### config.mk
export PLATFORM = sky130hd
export DESIGN_NAME = timer_unit
export DESIGN_NICKNAME = d
export VERILOG_FILES = /design/src/rtl/timer_unit.sv
export SDC_FILE = /design/constraint.sdc
export NUM_CORES = 1
export LEC_CHECK = 0
export ABC_AREA = 1
export BUFFER_PORTS_ARGS = -buffer_cell sky130_fd_sc_hd__buf_2
export CAP_MARGIN = 10
export CORE_MARGIN = 5
export CORE_UTILIZATION = 40
export DETAILED_ROUTE_END_ITERATION = 10
export GPL_TIMING_DRIVEN = 0
export REMOVE_ABC_BUFFERS = 1
export SYNTH_ARGS = -nofsm -noshare
export SYNTH_HDL_FRONTEND = slang
export SYNTH_SLANG_ARGS = --single-unit
### constraint.sdc
create_clock -name clk -period 1.4 [get_ports clk]
set_input_delay 0.28 -clock clk [delete_from_list [all_inputs] [get_ports clk]]
set_output_delay 0.28 -clock clk [all_outputs]
set_load 0.01 [all_outputs]
### src/rtl/timer_unit.sv
// Memory-mapped down-counting timer with one-shot (sticky IRQ) and auto-reload (pulsed IRQ) modes.
// Optional clock prescaler for the count phase is compiled in with `define TIMER_PRESCALE_EN.
module timer_unit #(
  parameter int PRESCALE = 4
) (
  input  logic        clk,
  input  logic        reset,
  input  logic [1:0]  Addr,
  input  logic        WE,
  input  logic [31:0] Din,
  output logic [31:0] Dout,
  output logic        IRQ,
  output logic [1:0]  o_dbg_state
);

  typedef enum logic [1:0] {
    S_IDLE = 2'd0,
    S_LOAD = 2'd1,
    S_CNT  = 2'd2,
    S_INT  = 2'd3
  } state_t;

  state_t      r_state;
  state_t      w_state_next;
  logic [3:0]  r_ctrl;
  logic [31:0] r_preset;
  logic [31:0] r_count;
  logic [31:0] w_count_next;
  logic        r_irq_flag;
  logic        w_flag_set;
  logic        w_fsm_clr_en;
  logic        w_step;
  logic        w_wr_ctrl;
  logic        w_wr_preset;
  logic        w_enable;
  logic        w_auto;
  logic        w_im;

  assign w_enable    = r_ctrl[0];
  assign w_auto      = (r_ctrl[2:1] == 2'b01);
  assign w_im        = r_ctrl[3];
  assign w_wr_ctrl   = WE && (Addr == 2'd0);
  assign w_wr_preset = WE && (Addr == 2'd1);
  assign o_dbg_state = r_state;

`ifdef TIMER_PRESCALE_EN
  localparam logic [7:0] PSC_LAST = 8'(PRESCALE - 1);
  logic [7:0] r_psc;

  // Prescaler only runs in CNT, so every entry into CNT starts from 0.
  always_ff @(posedge clk) begin
    if (reset) begin
      r_psc <= 8'd0;
    end else if (r_state != S_CNT) begin
      r_psc <= 8'd0;
    end else if (r_psc == PSC_LAST) begin
      r_psc <= 8'd0;
    end else begin
      r_psc <= r_psc + 8'd1;
    end
  end

  assign w_step = (r_psc == PSC_LAST);
`else
  logic [31:0] w_unused_prescale;
  assign w_unused_prescale = 32'(PRESCALE);
  assign w_step = 1'b1;
`endif

  always_comb begin
    w_state_next = r_state;
    w_count_next = r_count;
    w_flag_set   = 1'b0;
    w_fsm_clr_en = 1'b0;
    case (r_state)
      S_IDLE: begin
        if (w_enable) w_state_next = S_LOAD;
      end
      S_LOAD: begin
        w_count_next = r_preset;
        w_state_next = S_CNT;
      end
      S_CNT: begin
        if (!w_enable) begin
          w_state_next = S_IDLE;
        end else if (w_step) begin
          if (r_count > 32'd1) begin
            w_count_next = r_count - 32'd1;
          end else begin
            w_count_next = 32'd0;
            w_state_next = S_INT;
            w_flag_set   = !w_auto;
          end
        end
      end
      S_INT: begin
        if (w_auto) begin
          w_state_next = S_LOAD;
        end else begin
          w_fsm_clr_en = 1'b1;
          w_state_next = S_IDLE;
        end
      end
      default: w_state_next = S_IDLE;
    endcase

    // Bus writes override the FSM: disabling or reprogramming freezes COUNT and parks in IDLE.
    if (w_wr_ctrl && !Din[0]) begin
      w_state_next = S_IDLE;
      w_count_next = r_count;
    end
    if (w_wr_preset) begin
      w_state_next = S_IDLE;
      w_count_next = r_count;
    end
  end

  always_ff @(posedge clk) begin
    if (reset) begin
      r_state    <= S_IDLE;
      r_ctrl     <= 4'd0;
      r_preset   <= 32'd0;
      r_count    <= 32'd0;
      r_irq_flag <= 1'b0;
    end else begin
      r_state <= w_state_next;
      r_count <= w_count_next;
      if (w_wr_ctrl) begin
        r_ctrl <= Din[3:0];
      end else if (w_fsm_clr_en) begin
        r_ctrl[0] <= 1'b0;
      end
      if (w_wr_preset) r_preset <= Din;
      if (w_wr_ctrl) begin
        r_irq_flag <= 1'b0;
      end else if (w_flag_set) begin
        r_irq_flag <= 1'b1;
      end
    end
  end

  always_comb begin
    case (Addr)
      2'd0:    Dout = {28'd0, r_ctrl};
      2'd1:    Dout = r_preset;
      2'd2:    Dout = r_count;
      default: Dout = 32'd0;
    endcase
  end

  assign IRQ = w_im & (r_irq_flag | ((r_state == S_INT) & w_auto));

endmodule

Word level (Yosys, flattened, before mapping)
Cells that the tools add are included.
{"block": "word_totals", "register_bits": 71, "in_bits": 37, "out_inout_bits": 35}
{"block": "op_classes", "addsub": 1, "order_cmp": 1, "n_eq_ne": 9, "muxes": 16, "bitwise_logic": 5, "reduce_logical": 13}
{"op": "$pmux W32 S3", "n": 1}
{"op": "$mux W32", "n": 2}
{"op": "$pmux W32 S2", "n": 1}
{"op": "$gt A32 B1 Y1 const B", "n": 1}
{"op": "$sub A32 B1 Y32 const B", "n": 1}
{"op": "$mux W1", "n": 8}
{"op": "$pmux W2 S4", "n": 1}
{"op": "$eq A2 B1 Y1 const B", "n": 3}
{"op": "$eq A2 B2 Y1 const B", "n": 3}
{"op": "$mux W2", "n": 3}
{"op": "$logic_not A2 Y1", "n": 2}
{"op": "$ne A2 B2 Y1 const B", "n": 2}
{"op": "$reduce_and A4 Y1", "n": 1}
{"op": "$reduce_bool A2 Y1", "n": 2}
{"op": "$logic_and A1 B1 Y1", "n": 3}
{"op": "$ne A3 B3 Y1 const B", "n": 1}
{"op": "$reduce_or A3 Y1", "n": 1}
{"op": "$and A1 B1 Y1", "n": 2}
{"op": "$logic_not A1 Y1", "n": 2}
{"op": "$not A1 Y1", "n": 2}
{"op": "$reduce_and A2 Y1", "n": 1}
{"op": "$reduce_or A2 Y1", "n": 1}
{"op": "$or A1 B1 Y1", "n": 1}

Depth between registers and ports, before layout
{"block": "logic_depth", "depth_word": 5, "ltp_mapped": 10}

Worst setup path before layout
OpenSTA, ideal clock, no wires.
{"block": "synth_timing", "kind": "reg2reg", "startpoint": "register r_count[0]", "endpoint": "register r_count[12]", "setup_time_ns": 0.066, "arrival_time_ns": 1.453, "required_time_ns": 1.334, "setup_slack_ns": -0.119, "stages_incl_launch_ff": 11, "n_path_buf": 1, "cell_sequence": "dfxtp_1 -> inv_2 -> ha_1 -> nand2_4 -> nor2_4 -> nand2_4 -> nand2_2 -> a21oi_4 -> buf_2 -> nand3_1 -> a21oi_2"}
{"block": "synth_via", "elab_chain_len": 4}
{"element": "start, declared", "line": "27", "text": "logic [31:0] r_count;"}
{"element": "start signal, assigned", "line": "127", "text": "r_count <= w_count_next;"}
{"element": "$sub A32 B1 Y32 / $gt A32 B1 Y1 (equally long branches)", "line": "88, 87"}
{"element": "$mux W32 *", "line": "87", "text": "if (r_count > 32'd1) begin"}
{"element": "$mux W32 *", "line": "84", "text": "if (!w_enable) begin"}
{"element": "$pmux W32 S2 *", "line": "75", "text": "case (r_state)"}
Every way passes the cells marked *; elsewhere a longest branch is shown, timed or not. The select of a mux whose other input is x is not followed.
A chain may end at the register's enable or synchronous reset.

Final worst setup path
{"block": "layout_timing", "startpoint": "register r_count[0]", "endpoint": "register r_count[8]"}
The elaborated chain is that of the path after synthesis.

==> results by group <==
Status
  – Status: finished with violations
  – Failing checks: setup timing

Power and ir drop
  – Worst VDD drop: 0.693 mV
  – P_leak: 2.44 nW
  – Power per cell area: 925 nW/um^2
  – Total power: 5.78 mW

Routing
  – DR pass1 iterations: 5
  – Vias per inst: 5.46
  – 1st-iter DRT viols: 287
  – Drt total wl: 15.2 mm
  – Post-route ant nets: 0
  – Max Used Layer: met4
  – Met3 routed WL: 959 um
  – Routed len/inst: 17.8 um
  – Vias: 4656
  – Drc violations: 0
  – Metal1 wirelength: 6.24 mm
  – Met2 wire length: 7.51 mm

Setup path
  – R2r startpoint: r_count[0]$_SDFFE_PP0P_
  – CP Capture Type: flop
  – Worst Path Max Fanout: 7
  – R2R cell count: 11
  – Crit path from: r_count[0]$_SDFFE_PP0P_
  – Setup Crit Path Kind: reg -> reg
  – Arrival time at the worst endpoint: 1.92 ns
  – CP startpoint kind: flop
  – WP data required: 1.70 ns

Synth
  – Post-synth EDFFs: 0
  – Synth unique cells: 34
  – Async set or reset register ratio after synthesis: 0%
  – Synth top area share: 33.3%
  – Synth Cell Area: 4270 um^2
  – Mapped Cells: 607
  – Syn avg cell area: 7.03 um^2
  – Yosys reg bits: 71
  – Cell taking the most area after synthesis: dfxtp_1
  – Count leader, synth: inv_1
  – Top post-synthesis cells by area: dfxtp_1 (33%), a21oi_2 (11%), inv_1 (7.1%), nand2_1 (6.8%), a21oi_1 (5.5%)
  – Top post-synthesis cells by count: inv_1 (81), nand2_1 (77), dfxtp_1 (71), nor2_1 (59), a21oi_2 (53)
  – Ys flop type: dfxtp_1
  – Ys Warns: 0
  – Seq/Total Area, Yosys: 33.3%

Layout
  – Area occupied by multi-input gates: 3070 um^2
  – Fillers: 929
  – Area taken by flip-flops and latches: 1480 um^2
  – Fin nets: 751
  – Share of cells above drive strength 1: 49.6%
  – Antenna diodes: 0
  – Area Overhead vs Synth: 46.6%

Timing
  – Skew final: 0.0123 ns
  – Final setup viols: 67
  – Minimum clock period: 1.61 ns
  – Slew @ Worst Pin: 0.378 ns
  – RSZ-0062 raised after global routing: true
  – Max_slew headroom: 74.7%
  – Worst-case hold slack: 0.176 ns
  – Slew Viols, Final: 0
  – FMAX: 619 MHz
  – Final worst-path cycle share: 115%
  – Setup WS post-layout: -0.215 ns
  – Hold Violations, Final: 0
  – Setup TNS: -7.51 ns

Floorplan
  – Chip height: 113 um
  – Core area: 10400 um^2
  – Width of the die: 113 um
  – Die Area: 12800 um^2
  – # rows: 37
  – Initial Util: 41.1%
  – Io pins: 72

CTS
  – Clock Pin Slew Worst Setup and Hold Paths: 0.09 ns
  – CTS Buffer Depth: 2
  – CTS buffer count: 9
  – CTS tree: done
  – Hold-fix buffers, CTS: 0
  – CTS sink cnt: 71
  – Clock latency on the worst-skew pair: 0.37 ns
  – CTS Root Cell: clkbuf_8
  – H-tree Lvls: 3

Global routing
  – Largest net degree at the start of global routing: 56
  – Initial antenna violation count: 0
  – First-pass GRT wire length: 23.8 mm
  – Vias in the first global route: 4726
  – Gr ovfl total: 0
  – GR Util All Layers: 23.4%

Placed design
  – PortBufs: 71
  – Pre-CTS WS: -2.76 ns
  – Post-DP HPWL: 7.69 mm
  – GP Congestion: 0.832

Worst hold path
  – Worst hold path cell count: 3
  – Hold WC Path Type: in -> reg
  – Hold_sp: reset

Run
  – Max cap viols: 0
[layout by cell type (no fill, tap or decap), types with 2 or more instances in the layout]
master,n
a21oi_1,41
a21oi_2,56
a21oi_4,5
buf_12,7
buf_2,61
buf_4,28
buf_6,20
buf_8,2
bufinv_16,3
clkbuf_8,9
clkinvlp_4,2
dfxtp_1,39
dfxtp_2,25
dfxtp_4,7
ha_4,2
inv_1,74
inv_12,2
inv_2,5
inv_6,5
nand2_1,56
nand2_2,22
nand2_4,6
nand2_8,4
nand3_1,20
nand3_2,9
nand4_1,3
nor2_1,38
nor2_2,9
nor2_4,21
o21a_1,2
o21ai_0,39
o21ai_1,33
o21ai_2,2
o221ai_2,4
o22ai_2,19
o22ai_4,9
or2_4,4
xor2_1,14
[metrics by stage]
step,utilization (%),std cells,area (um^2)
6_report,60.3,852,6250
5_1_grt,60.3,852,6250
4_1_cts,57.5,845,5960
3_5_place_dp,44.6,782,4630
3_3_place_gp,44.4,781,4610
2_1_floorplan,-,574,4080
[kinds of logic after synthesis]
kind of cell             after synthesis  share of synthesized area, %
AO/OA/AOI/OAI                        211                          31.1
XOR/XNOR                              14                          2.87
buffers and inverters                118                          11.9
AND/OR/NAND/NOR                      191                          20.2
flip-flops                            71                          33.3
adder cells (fa/ha/maj)                2                         0.586
[path summary, 6_finish.rpt]
path,to,slack (ns)
max reg2reg,r_count[8]$_SDFFE_PP0P_,-0.21
min,r_count[1]$_SDFFE_PP0P_,0.18
max,r_count[8]$_SDFFE_PP0P_,-0.21
min reg2reg,r_irq_flag$_SDFFE_PP0P_,0.47
[layout make-up]
type / instances / area share [%]
Tap cell: 136 / 2.72
Clock buffer: 9 / 1.98
Timing Repair Buffer: 118 / 14.6
Inverter: 85 / 6.02
Timing Repair inverter: 3 / 0.540
Sequential cell: 71 / 23.6
Clock inverter: 6 / 1.50
Multi-Input combinational cell: 424 / 49.0
[repair_timing]
action / 4_1_cts / 5_1_grt
endpoints found under the setup margin: 100 / 79
buffers inserted: 39 / 9
resized for setup: 183 / 57
cloned: 9 / 0
pin swaps: 34 / 21
[sequential cells by signal (all words and copies together) (netlist names)]
register and count:
r_irq_flag 1, r_ctrl 4, r_count 32, o_dbg_state 2, r_preset 32
[layer usage]
metal / GRT usage, % / vias to the layer above
met4: 8.01 / 0
met1: 28.5 / 2212
met3: 4.65 / 44
met2: 41.0 / 158
met5: 0 / -
li1: - / 2242
[report_power, final]
part	internal [mW]	switching (mW)
combinational	0.682	1.04
sequential	2.10	0.0918
clock	1.01	0.863
total	3.79	1.99
[critical path, cell delays in order (launching register included)]
cell	delay, ns
dfxtp_4	0.40
inv_6	0.05
ha_4	0.16
nand2_4	0.09
nor2_4	0.05
nand2_4	0.07
nand2_4	0.07
buf_12	0.13
a21oi_4	0.16
buf_6	0.18
nand2_2	0.07
a21oi_2	0.13
No activity file was read; power rests on OpenSTA's default activity.
